`src/rtl/step_dir_decoder_pkg.sv`:
```
// Shared definitions for the step/direction receive path: FSM encoding and
// default timing constants also used by the driving stepper controller.
package step_dir_decoder_pkg;

   typedef enum logic {
      ST_IDLE   = 1'b0,
      ST_MOVING = 1'b1
   } state_t;

   localparam logic [31:0] IDLE_CYCLES_DEF = 32'd50000;
   localparam logic [31:0] MIN_PERIOD_DEF  = 32'd100;

   function automatic logic [31:0] sat_inc(input logic [31:0] v);
      return (v == '1) ? v : v + 32'd1;
   endfunction

endpackage

```
`src/rtl/step_dir_decoder_sync_edge_detect.sv`:
```
// Two-flop synchroniser for an asynchronous input with a one-cycle rising-edge
// pulse derived from the synchronised level.
module sync_edge_detect (
   input  logic i_clk,
   input  logic i_rst,
   input  logic i_async,
   output logic o_sync,
   output logic o_rise
);

   logic r_s1;
   logic r_s2;
   logic r_prev;

   always_ff @(posedge i_clk or posedge i_rst) begin
      if (i_rst) begin
         r_s1   <= 1'b0;
         r_s2   <= 1'b0;
         r_prev <= 1'b0;
      end else begin
         r_s1   <= i_async;
         r_s2   <= r_s1;
         r_prev <= r_s2;
      end
   end

   assign o_sync = r_s2;
   assign o_rise = r_s2 & ~r_prev;

endmodule

```
`src/rtl/step_dir_decoder.sv`:
```
// Step/direction receiver: tracks signed axis position with soft limits, step
// count, step period, motion state and sticky overrun/limit flags.
module step_dir_decoder
   import step_dir_decoder_pkg::*;
#(
   parameter logic [31:0]        IDLE_CYCLES  = IDLE_CYCLES_DEF,
   parameter logic [31:0]        MIN_PERIOD   = MIN_PERIOD_DEF,
   parameter logic signed [31:0] POS_MIN      = -32'sd100000,
   parameter logic signed [31:0] POS_MAX      = 32'sd100000,
   parameter logic               DIR_POSITIVE = 1'b1
) (
   input  logic               clock,
   input  logic               reset,
   input  logic               step_in,
   input  logic               dir_in,
   input  logic               clear,
   output logic signed [31:0] position,
   output logic [31:0]        step_count,
   output logic [31:0]        last_period,
   output logic               moving,
   output logic               limit_hit,
   output logic               overrun
);

   localparam logic signed [32:0] W_POS_MIN = 33'(POS_MIN);
   localparam logic signed [32:0] W_POS_MAX = 33'(POS_MAX);

   logic w_step_evt;
   logic w_step_sync;
   logic w_dir_s;
   logic w_unused_dir_rise;

   sync_edge_detect u_step_sync (
      .i_clk   (clock),
      .i_rst   (reset),
      .i_async (step_in),
      .o_sync  (w_step_sync),
      .o_rise  (w_step_evt)
   );

   sync_edge_detect u_dir_sync (
      .i_clk   (clock),
      .i_rst   (reset),
      .i_async (dir_in),
      .o_sync  (w_dir_s),
      .o_rise  (w_unused_dir_rise)
   );

   state_t             r_state;
   state_t             w_state_next;
   logic signed [31:0] r_position;
   logic [31:0]        r_count;
   logic [31:0]        r_last_period;
   logic [31:0]        r_period_cnt;
   logic               r_limit_hit;
   logic               r_overrun;
   logic               r_seen_step;

   logic signed [32:0] w_pos_try;
   logic               w_blocked;

   // Widened to 33 bits so the limit test cannot be fooled by wrap-around.
   always_comb begin
      w_pos_try = {r_position[31], r_position};
      if (w_dir_s == DIR_POSITIVE) begin
         w_pos_try = w_pos_try + 33'sd1;
      end else begin
         w_pos_try = w_pos_try - 33'sd1;
      end
      w_blocked = (w_pos_try > W_POS_MAX) || (w_pos_try < W_POS_MIN);
   end

   always_ff @(posedge clock or posedge reset) begin
      if (reset) begin
         r_state <= ST_IDLE;
      end else begin
         r_state <= w_state_next;
      end
   end

   always_comb begin
      w_state_next = r_state;
      case (r_state)
         ST_IDLE: begin
            if (w_step_evt) w_state_next = ST_MOVING;
         end
         ST_MOVING: begin
            if (!w_step_evt && (r_period_cnt >= IDLE_CYCLES)) w_state_next = ST_IDLE;
         end
         default: w_state_next = ST_IDLE;
      endcase
      if (clear) w_state_next = ST_IDLE;
   end

   always_ff @(posedge clock or posedge reset) begin
      if (reset) begin
         r_position    <= '0;
         r_count       <= '0;
         r_last_period <= '0;
         r_period_cnt  <= '0;
         r_limit_hit   <= 1'b0;
         r_overrun     <= 1'b0;
         r_seen_step   <= 1'b0;
      end else if (clear) begin
         r_position    <= '0;
         r_count       <= '0;
         r_last_period <= '0;
         r_period_cnt  <= '0;
         r_limit_hit   <= 1'b0;
         r_overrun     <= 1'b0;
         r_seen_step   <= 1'b0;
      end else if (w_step_evt) begin
         r_count      <= r_count + 32'd1;
         r_period_cnt <= 32'd1;
         r_seen_step  <= 1'b1;
         // The first step has no predecessor, so it yields no period and no overrun.
         if (r_seen_step) begin
            r_last_period <= r_period_cnt;
            if (r_period_cnt < MIN_PERIOD) r_overrun <= 1'b1;
         end
         if (w_blocked) begin
            r_limit_hit <= 1'b1;
         end else begin
            r_position <= w_pos_try[31:0];
         end
      end else begin
         r_period_cnt <= sat_inc(r_period_cnt);
      end
   end

   assign position    = r_position;
   assign step_count  = r_count;
   assign last_period = r_last_period;
   assign moving      = (r_state == ST_MOVING);
   assign limit_hit   = r_limit_hit;
   assign overrun     = r_overrun;

   // Synchronised step level is only consumed through the edge pulse.
   logic w_unused_step_sync;
   assign w_unused_step_sync = w_step_sync;

endmodule

```
`config.mk`:
```
export PLATFORM = sky130hd
export DESIGN_NAME = step_dir_decoder
export DESIGN_NICKNAME = d
export VERILOG_FILES = /design/src/rtl/step_dir_decoder_pkg.sv /design/src/rtl/step_dir_decoder_sync_edge_detect.sv /design/src/rtl/step_dir_decoder.sv
export SDC_FILE = /design/constraint.sdc
export NUM_CORES = 1
export LEC_CHECK = 0
export CELL_PAD_IN_SITES_DETAIL_PLACEMENT = 0
export CELL_PAD_IN_SITES_GLOBAL_PLACEMENT = 2
export CORE_UTILIZATION = 44
export CTS_BUF_LIST = sky130_fd_sc_hd__clkbuf_8
export CTS_CLUSTER_SIZE = 10
export DETAILED_ROUTE_END_ITERATION = 12
export DONT_BUFFER_PORTS = 1
export GPL_TIMING_DRIVEN = 0
export PLACE_DENSITY = 0.95
export REMOVE_ABC_BUFFERS = 1
export SYNTH_ARGS = -nofsm -noshare
export SYNTH_HDL_FRONTEND = slang
export SYNTH_SLANG_ARGS = --single-unit
```
`constraint.sdc`:
```
create_clock -name clock -period 6.5 [get_ports clock]
set_clock_uncertainty 0.05 [all_clocks]
set_input_delay 0.975 -clock clock [delete_from_list [all_inputs] [get_ports clock]]
set_output_delay 0.975 -clock clock [all_outputs]
set_load 0.05 [all_outputs]
```
==> impl_metrics.py, run 1 <==
metrics = {
    "status": {
        "status": "complete, no violations",
    },
    "floorplanning": {
        "dieArea_mm2": 0.0188,
        "design.portCount": 104,
        "placementRows": 49,
        "floorplan.initialDensity": 0.448,
        "placeableCoreArea_mm2": 0.0179,
        "die_x_um": 137,
        "die_y_um": 137,
    },
    "timing": {
        "hold_slack_ps": 314,
        "max_freq_mhz": 180,
        "max_slew_margin": 0.128,
        "timing.setup.tns_ps": 0,
        "setup_violations": 0,
        "measured_slew_at_the_worst_slew_check_pin_ps": 1310,
        "layout_min_cycle_time_ps": 5550,
        "hold_viol_final": 0,
        "setup_repair_after_global_routing_missed_its_margin": "no",
        "finalWorstSetupSlack_ps": 953,
        "final_min_period_over_clock_period": 0.853,
        "finalMaxSlewViolations": 0,
    },
    "setup_path": {
        "worstPathBufferInverterCount": 1,
        "worst-path-max-fanout": 32,
        "critPathCaptureType": "flop",
        "worstSetupStartpointType": "flop",
        "timing.critical_path.cells": "inv_1 -> ha_1 -> a21oi_1 -> nand2_1 -> o21ai_0 -> o21ai_1 -> a31oi_1 -> xor2_1 -> o311ai_0 -> nand4_1 -> or3_4 -> a21oi_4 -> mux2_2",
        "worst-r2r-cell-count": 13,
        "worst-endpoint-required_ps": 6770,
        "critical_path_arrival_ps": 5820,
        "timing.critical_path.max_delay_family": "compound AO/OA/AOI/OAI gates",
        "cp_num_cells": 13,
        "max_stage_delay_ps": 800,
        "critical_path_class": "reg2reg",
        "worst_path_max_delay_cell": "a21oi_4",
    },
    "finish": {
        "final_design_instance_area_without_fill_mm2": 0.00856,
        "syn_to_final_growth_pct": 6.67,
        "post_layout_nonfiller_instances": 1128,
        "final_util": 0.478,
        "finish.net_count": 926,
        "layout-drive-gt1-share": 0.0490,
    },
    "grt": {
        "busiest_grt_layer": "met2",
        "met2_usage": 0.340,
        "global_route.usage.met3": 0.0441,
        "first_pass_grt_wire_length_mm": 30.5,
        "track_usage": 0.206,
        "grtUsageMet1": 0.271,
        "overflow_left_after_global_routing": 0,
        "grt_max_degree": 121,
        "number_of_antenna_violations_at_the_first_check_in_global_routing": 1,
        "first_global_vias": 6019,
    },
    "yosys": {
        "count_of_flip_flops_with_a_built_in_enable_after_synthesis": 0,
        "yosys_warnings": 0,
        "synth_area_leader_cell": "dfrtp_1",
        "most_numerous_cell_in_the_yosys_netlist": "dfrtp_1",
        "synth.avg_cell_area_um2": 8.85,
        "synth_top_cells_by_area": "dfrtp_1, nand2_1, xor2_1, ha_1, nor2_1",
        "synth-seq-cells": 137,
        "yosysSeqAreaShare": 0.427,
        "synth_top_area_share": 0.427,
        "netlist_instances": 907,
        "synth_cell_types": 59,
        "asyncSetResetFlopFracSynth": 1.00,
        "post_synth_instance_area_mm2": 0.00803,
        "synth_flop_cell": "dfrtp_1",
        "synthTopCellsByCount": "dfrtp_1, nand2_1, nor2_1",
    },
    "placed_design": {
        "detailed_place_hpwl_mm": 12.7,
        "place_area_mm2": 0.00817,
        "cell_count_after_placement": 1095,
        "preCtsSetupSlack_ps": 817,
        "port_buffers": 0,
        "finalWeightedCongestion": 0.843,
    },
    "cts": {
        "cts.hold.buffers_added": 0,
        "clock_tree.buffer_depth": 2,
        "clkTransAtPathRegs_ps": 80,
        "clock_latency_ps": 440,
        "cts_made_buffers": 17,
        "h-tree-depth": 4,
        "postCtsSetupBuffers": 0,
        "tritoncts_clock_tree": "built",
        "cts_resized": 0,
        "cts_num_sinks": 137,
        "cts_root_cell": "clkbuf_8",
    },
    "power": {
        "leakage_nw": 3.63,
        "vdd.ir_drop.worst_v": 0.000107,
        "power_density_normalized_to_cell_area_mw_per_mm2": 196,
        "totalPowerFinal_mw": 1.67,
    },
    "min_path": {
        "timing.hold.worst_path_depth": 0,
        "hold_path.class": "reg2reg",
    },
    "routing": {
        "route.detailed.wl_per_inst_um": 16.3,
        "overall_routed_net_length_mm": 18.4,
        "num_vias": 6193,
        "detailedRoute.firstPassIterationCount": 5,
        "drt_iter0_markers": 345,
        "drtAntennaViolNets": 0,
        "viasPerCell": 5.49,
        "drc": 0,
    },
    "flow_run": {
        "maxCapViolations": 0,
    },
}
## final cells by class
type	instances	area, um^2
multi-input cells	711	4350
inverters	17	68.8
clock inverters	14	146
well taps	229	287
fillers	1770	9340
clock buffers	18	248
diodes	1	2.50
repair buffers	1	27.5
flip-flops and latches	137	3430
## cells by family (layout without fill, tap and decap cells)
| kind of cell | after synthesis | after routing | share of synthesized area |
|---|---|---|---|
| AOI/OAI and AO/OA | 183 | 183 | 0.140 |
| xor gates and xnor gates | 84 | 84 | 0.0917 |
| adders and majority gates | 36 | 36 | 0.0571 |
| buffers and inverters | 59 | 50 | 0.0304 |
| DFF | 137 | 137 | 0.427 |
| muxes | 17 | 17 | 0.0223 |
| other | 0 | 1 | 0 |
| and+or+nand+nor | 391 | 391 | 0.231 |
## per-layer routing
metal	wire length (um)	share of wire	vias to the layer above
met5	0	0	-
met4	216	0.012	0
met3	619	0.034	15
met2	8940	0.49	100
met1	8630	0.47	2978
li1	-	-	3100
## path summary, 6_finish.rpt
| check | startpoint | to | slack (ps) |
|---|---|---|---|
| worst min-delay path | u_step_sync.r_s1$_DFF_PP0_ | u_step_sync.o_sync$_DFF_PP0_ | 310 |
| max in group asynchronous | reset | r_period_cnt[3]$_DFFE_PP0P_ | 5190 |
| worst max register to register | u_dir_sync.o_sync$_DFF_PP0_ | position[16]$_DFFE_PP0P_ | 950 |
| worst min register to register | u_step_sync.r_s1$_DFF_PP0_ | u_step_sync.o_sync$_DFF_PP0_ | 310 |
| worst max-delay path | u_dir_sync.o_sync$_DFF_PP0_ | position[16]$_DFFE_PP0P_ | 950 |
| min in group asynchronous | reset | step_count[29]$_DFFE_PP0P_ | 440 |
## sequential cells by signal (all words and copies together) (netlist names)
name / count
overrun: 1
limit_hit: 1
u_step_sync.r_s1: 1
last_period: 32
u_dir_sync.r_s1: 1
u_step_sync.o_sync: 1
moving: 1
u_dir_sync.o_sync: 1
position: 32
step_count: 32
u_step_sync.r_prev: 1
r_period_cnt: 32
r_seen_step: 1
## layout by cell type (no fill, tap or decap), drive strengths merged, types with 4 or more instances in the layout
| cell | count |
|---|---|
| nand2b | 40 |
| nand4 | 28 |
| and2 | 4 |
| a21o | 4 |
| nor2 | 104 |
| o21a | 8 |
| and4 | 9 |
| dfrtp | 137 |
| mux2 | 7 |
| o211ai | 7 |
| inv | 22 |
| clkbuf | 18 |
| xor2 | 56 |
| nor3 | 7 |
| o31ai | 5 |
| o21ai | 48 |
| a211oi | 8 |
| mux2i | 10 |
| nor2b | 7 |
| or3 | 8 |
| nand2 | 133 |
| and3 | 10 |
| a21oi | 79 |
| nor4 | 8 |
| ha | 35 |
| xnor2 | 28 |
| clkinv | 5 |
| a31oi | 6 |
| nand3 | 27 |
## power breakdown
| group | internal (mW) | leakage [nW] | switching (mW) |
|---|---|---|---|
| logic | 0.0294 | 1.53 | 0.0678 |
| clock network | 0.354 | 0.201 | 0.353 |
| registers | 0.857 | 1.90 | 0.0134 |
(Power assumes the default switching activity.)
==> inputs of run 2 (changes only) <==
PLACE_DENSITY = unset   (was 0.95)
PLACE_DENSITY_LB_ADDON = 0.1   (was unset)
==> run 2 against run 1 <==
Against the previous run: critical path type unchanged; combinational power grew 0.7%; global-route usage rose by 0.41 points; non-clock buffer count stayed put; sequential power is essentially flat; critical path depth unchanged; critical endpoint unchanged; maximum frequency decreased by 2.1%; die area unchanged; final area about the same; hold slack improved by 25 ps.
==> impl_metrics.py, run 2 (same netlist as run 1, synthesis figures left out) <==
metrics = {
    "setup_path": {
        "worstSetupStartpointType": "flop",
        "critPathCaptureType": "flop",
        "worst-path-max-fanout": 32,
        "critical_path_class": "reg2reg",
        "worst-endpoint-required_ps": 6780,
        "critical_path_arrival_ps": 5950,
    },
    "timing": {
        "max_slew_margin": 0.115,
        "timing.setup.tns_ps": 0,
        "setup_violations": 0,
        "hold_slack_ps": 339,
        "layout_min_cycle_time_ps": 5670,
        "setup_repair_after_global_routing_missed_its_margin": "no",
        "hold_viol_final": 0,
        "max_freq_mhz": 176,
        "final_min_period_over_clock_period": 0.872,
        "measured_slew_at_the_worst_slew_check_pin_ps": 1330,
        "finalMaxSlewViolations": 0,
    },
    "finish": {
        "mostFrequentLayoutCells": "dfrtp_1, nand2_1, nor2_1",
        "commonest_non_fill_non_tap_cell_in_the_layout": "dfrtp_1",
        "layout-drive-gt1-share": 0.0490,
        "final.fill_count": 1769,
        "syn_to_final_growth_pct": 6.66,
        "area.sequential_mm2": 0.00343,
        "area_taken_by_multi_input_logic_gates_mm2": 0.00435,
        "post_layout_nonfiller_instances": 1128,
        "finish.net_count": 926,
    },
    "grt": {
        "number_of_antenna_violations_at_the_first_check_in_global_routing": 1,
        "first_pass_grt_wire_length_mm": 30.8,
        "first_global_vias": 6081,
        "grt_max_degree": 121,
        "overflow_left_after_global_routing": 0,
        "track_usage": 0.210,
    },
    "cts": {
        "tritoncts_clock_tree": "built",
        "cts_made_buffers": 17,
        "cts_resized": 0,
        "clkTransAtPathRegs_ps": 80,
        "clock_latency_ps": 450,
        "clock_tree.buffer_depth": 2,
        "postCtsSetupBuffers": 0,
        "cts.hold.buffers_added": 0,
        "h-tree-depth": 4,
        "cts_num_sinks": 137,
        "cts_root_cell": "clkbuf_8",
    },
    "floorplanning": {
        "placeableCoreArea_mm2": 0.0179,
        "dieArea_mm2": 0.0188,
        "die_x_um": 137,
        "placementRows": 49,
        "design.portCount": 104,
        "floorplan.initialDensity": 0.448,
        "die_y_um": 137,
    },
    "routing": {
        "num_vias": 6205,
        "viasPerCell": 5.50,
        "drtAntennaViolNets": 0,
        "drc": 0,
        "route.detailed.wl_per_inst_um": 16.7,
        "drt_iter0_markers": 417,
        "detailedRoute.firstPassIterationCount": 5,
        "overall_routed_net_length_mm": 18.9,
    },
    "min_path": {
        "hold_path.class": "reg2reg",
    },
    "status": {
        "status": "complete, no violations",
    },
    "power": {
        "leakage_nw": 3.63,
        "power_density_normalized_to_cell_area_mw_per_mm2": 195,
        "vdd.ir_drop.worst_v": 0.000117,
    },
    "placed_design": {
        "finalWeightedCongestion": 0.807,
        "detailed_place_hpwl_mm": 13.1,
        "port_buffers": 0,
        "cell_count_after_placement": 1095,
    },
    "flow_run": {
        "maxCapViolations": 0,
    },
}
run 2: changes by cell type in the layout (fill, tap and decap cells not counted), sizes merged:
cell    before  now
inv         22   21
bufinv       2    1
clkbuf      18   20
run 2: power breakdown:
part / internal [mW] / switching, mW / total (mW)
Clock: 0.338 / 0.363 / 0.701
Combinational: 0.0295 / 0.0685 / 0.0980
Sequential: 0.856 / 0.0135 / 0.870
Total: 1.22 / 0.444 / 1.67
run 2: final timing paths:
kind	start	to	slack, ps	depth (start not counted)
worst max-delay path	u_dir_sync.o_sync$_DFF_PP0_	position[16]$_DFFE_PP0P_	830	13
worst min-delay path	u_dir_sync.r_s1$_DFF_PP0_	u_dir_sync.o_sync$_DFF_PP0_	340	0
worst max register to register	u_dir_sync.o_sync$_DFF_PP0_	position[16]$_DFFE_PP0P_	830	13
worst min register to register	u_dir_sync.r_s1$_DFF_PP0_	u_dir_sync.o_sync$_DFF_PP0_	340	0
max in group asynchronous	reset	position[11]$_DFFE_PP0P_	5210	2
min in group asynchronous	reset	r_period_cnt[23]$_DFFE_PP0P_	410	1
run 2: critical path, cell delays in order (launching register included):
cell	delay (ps)
dfrtp_1	390
inv_1	780
ha_1	400
a211oi_1	380
o21ai_1	230
a21oi_1	270
o21ai_0	190
xor2_1	260
nand3_1	110
o311ai_0	610
nand4_1	240
or3_4	400
a21oi_4	800
mux2_2	420
run 2: metal layers:
layer	vias to the layer above	part of all wire	track usage
met5	-	0	0
met4	0	0.0092	0.0562
met3	13	0.032	0.0493
met2	85	0.50	0.363
met1	2992	0.46	0.262
li1	3115	-	-
run 2: through the flow:
step                      area, um^2  setup slack [ps]   util  total power, mW
after CTS                       8560               622  0.478             1.69
after detailed placement        8170               660  0.456            0.987
after global placement          8130               353  0.454            0.984
after floorplan                 7850              1810      -            0.960
after global routing            8560               278  0.478             1.74
final                           8560               833  0.478             1.67
run 2: cell type report:
cell class                 instances  share of cell area
tap                              229              0.0335
multi-input combinational        711               0.509
antenna                            1            0.000292
clock inverter                    12              0.0137
sequential                       137               0.400
clock buffer                      20              0.0322
timing repair buffer               1             0.00322
inverter                          17             0.00804
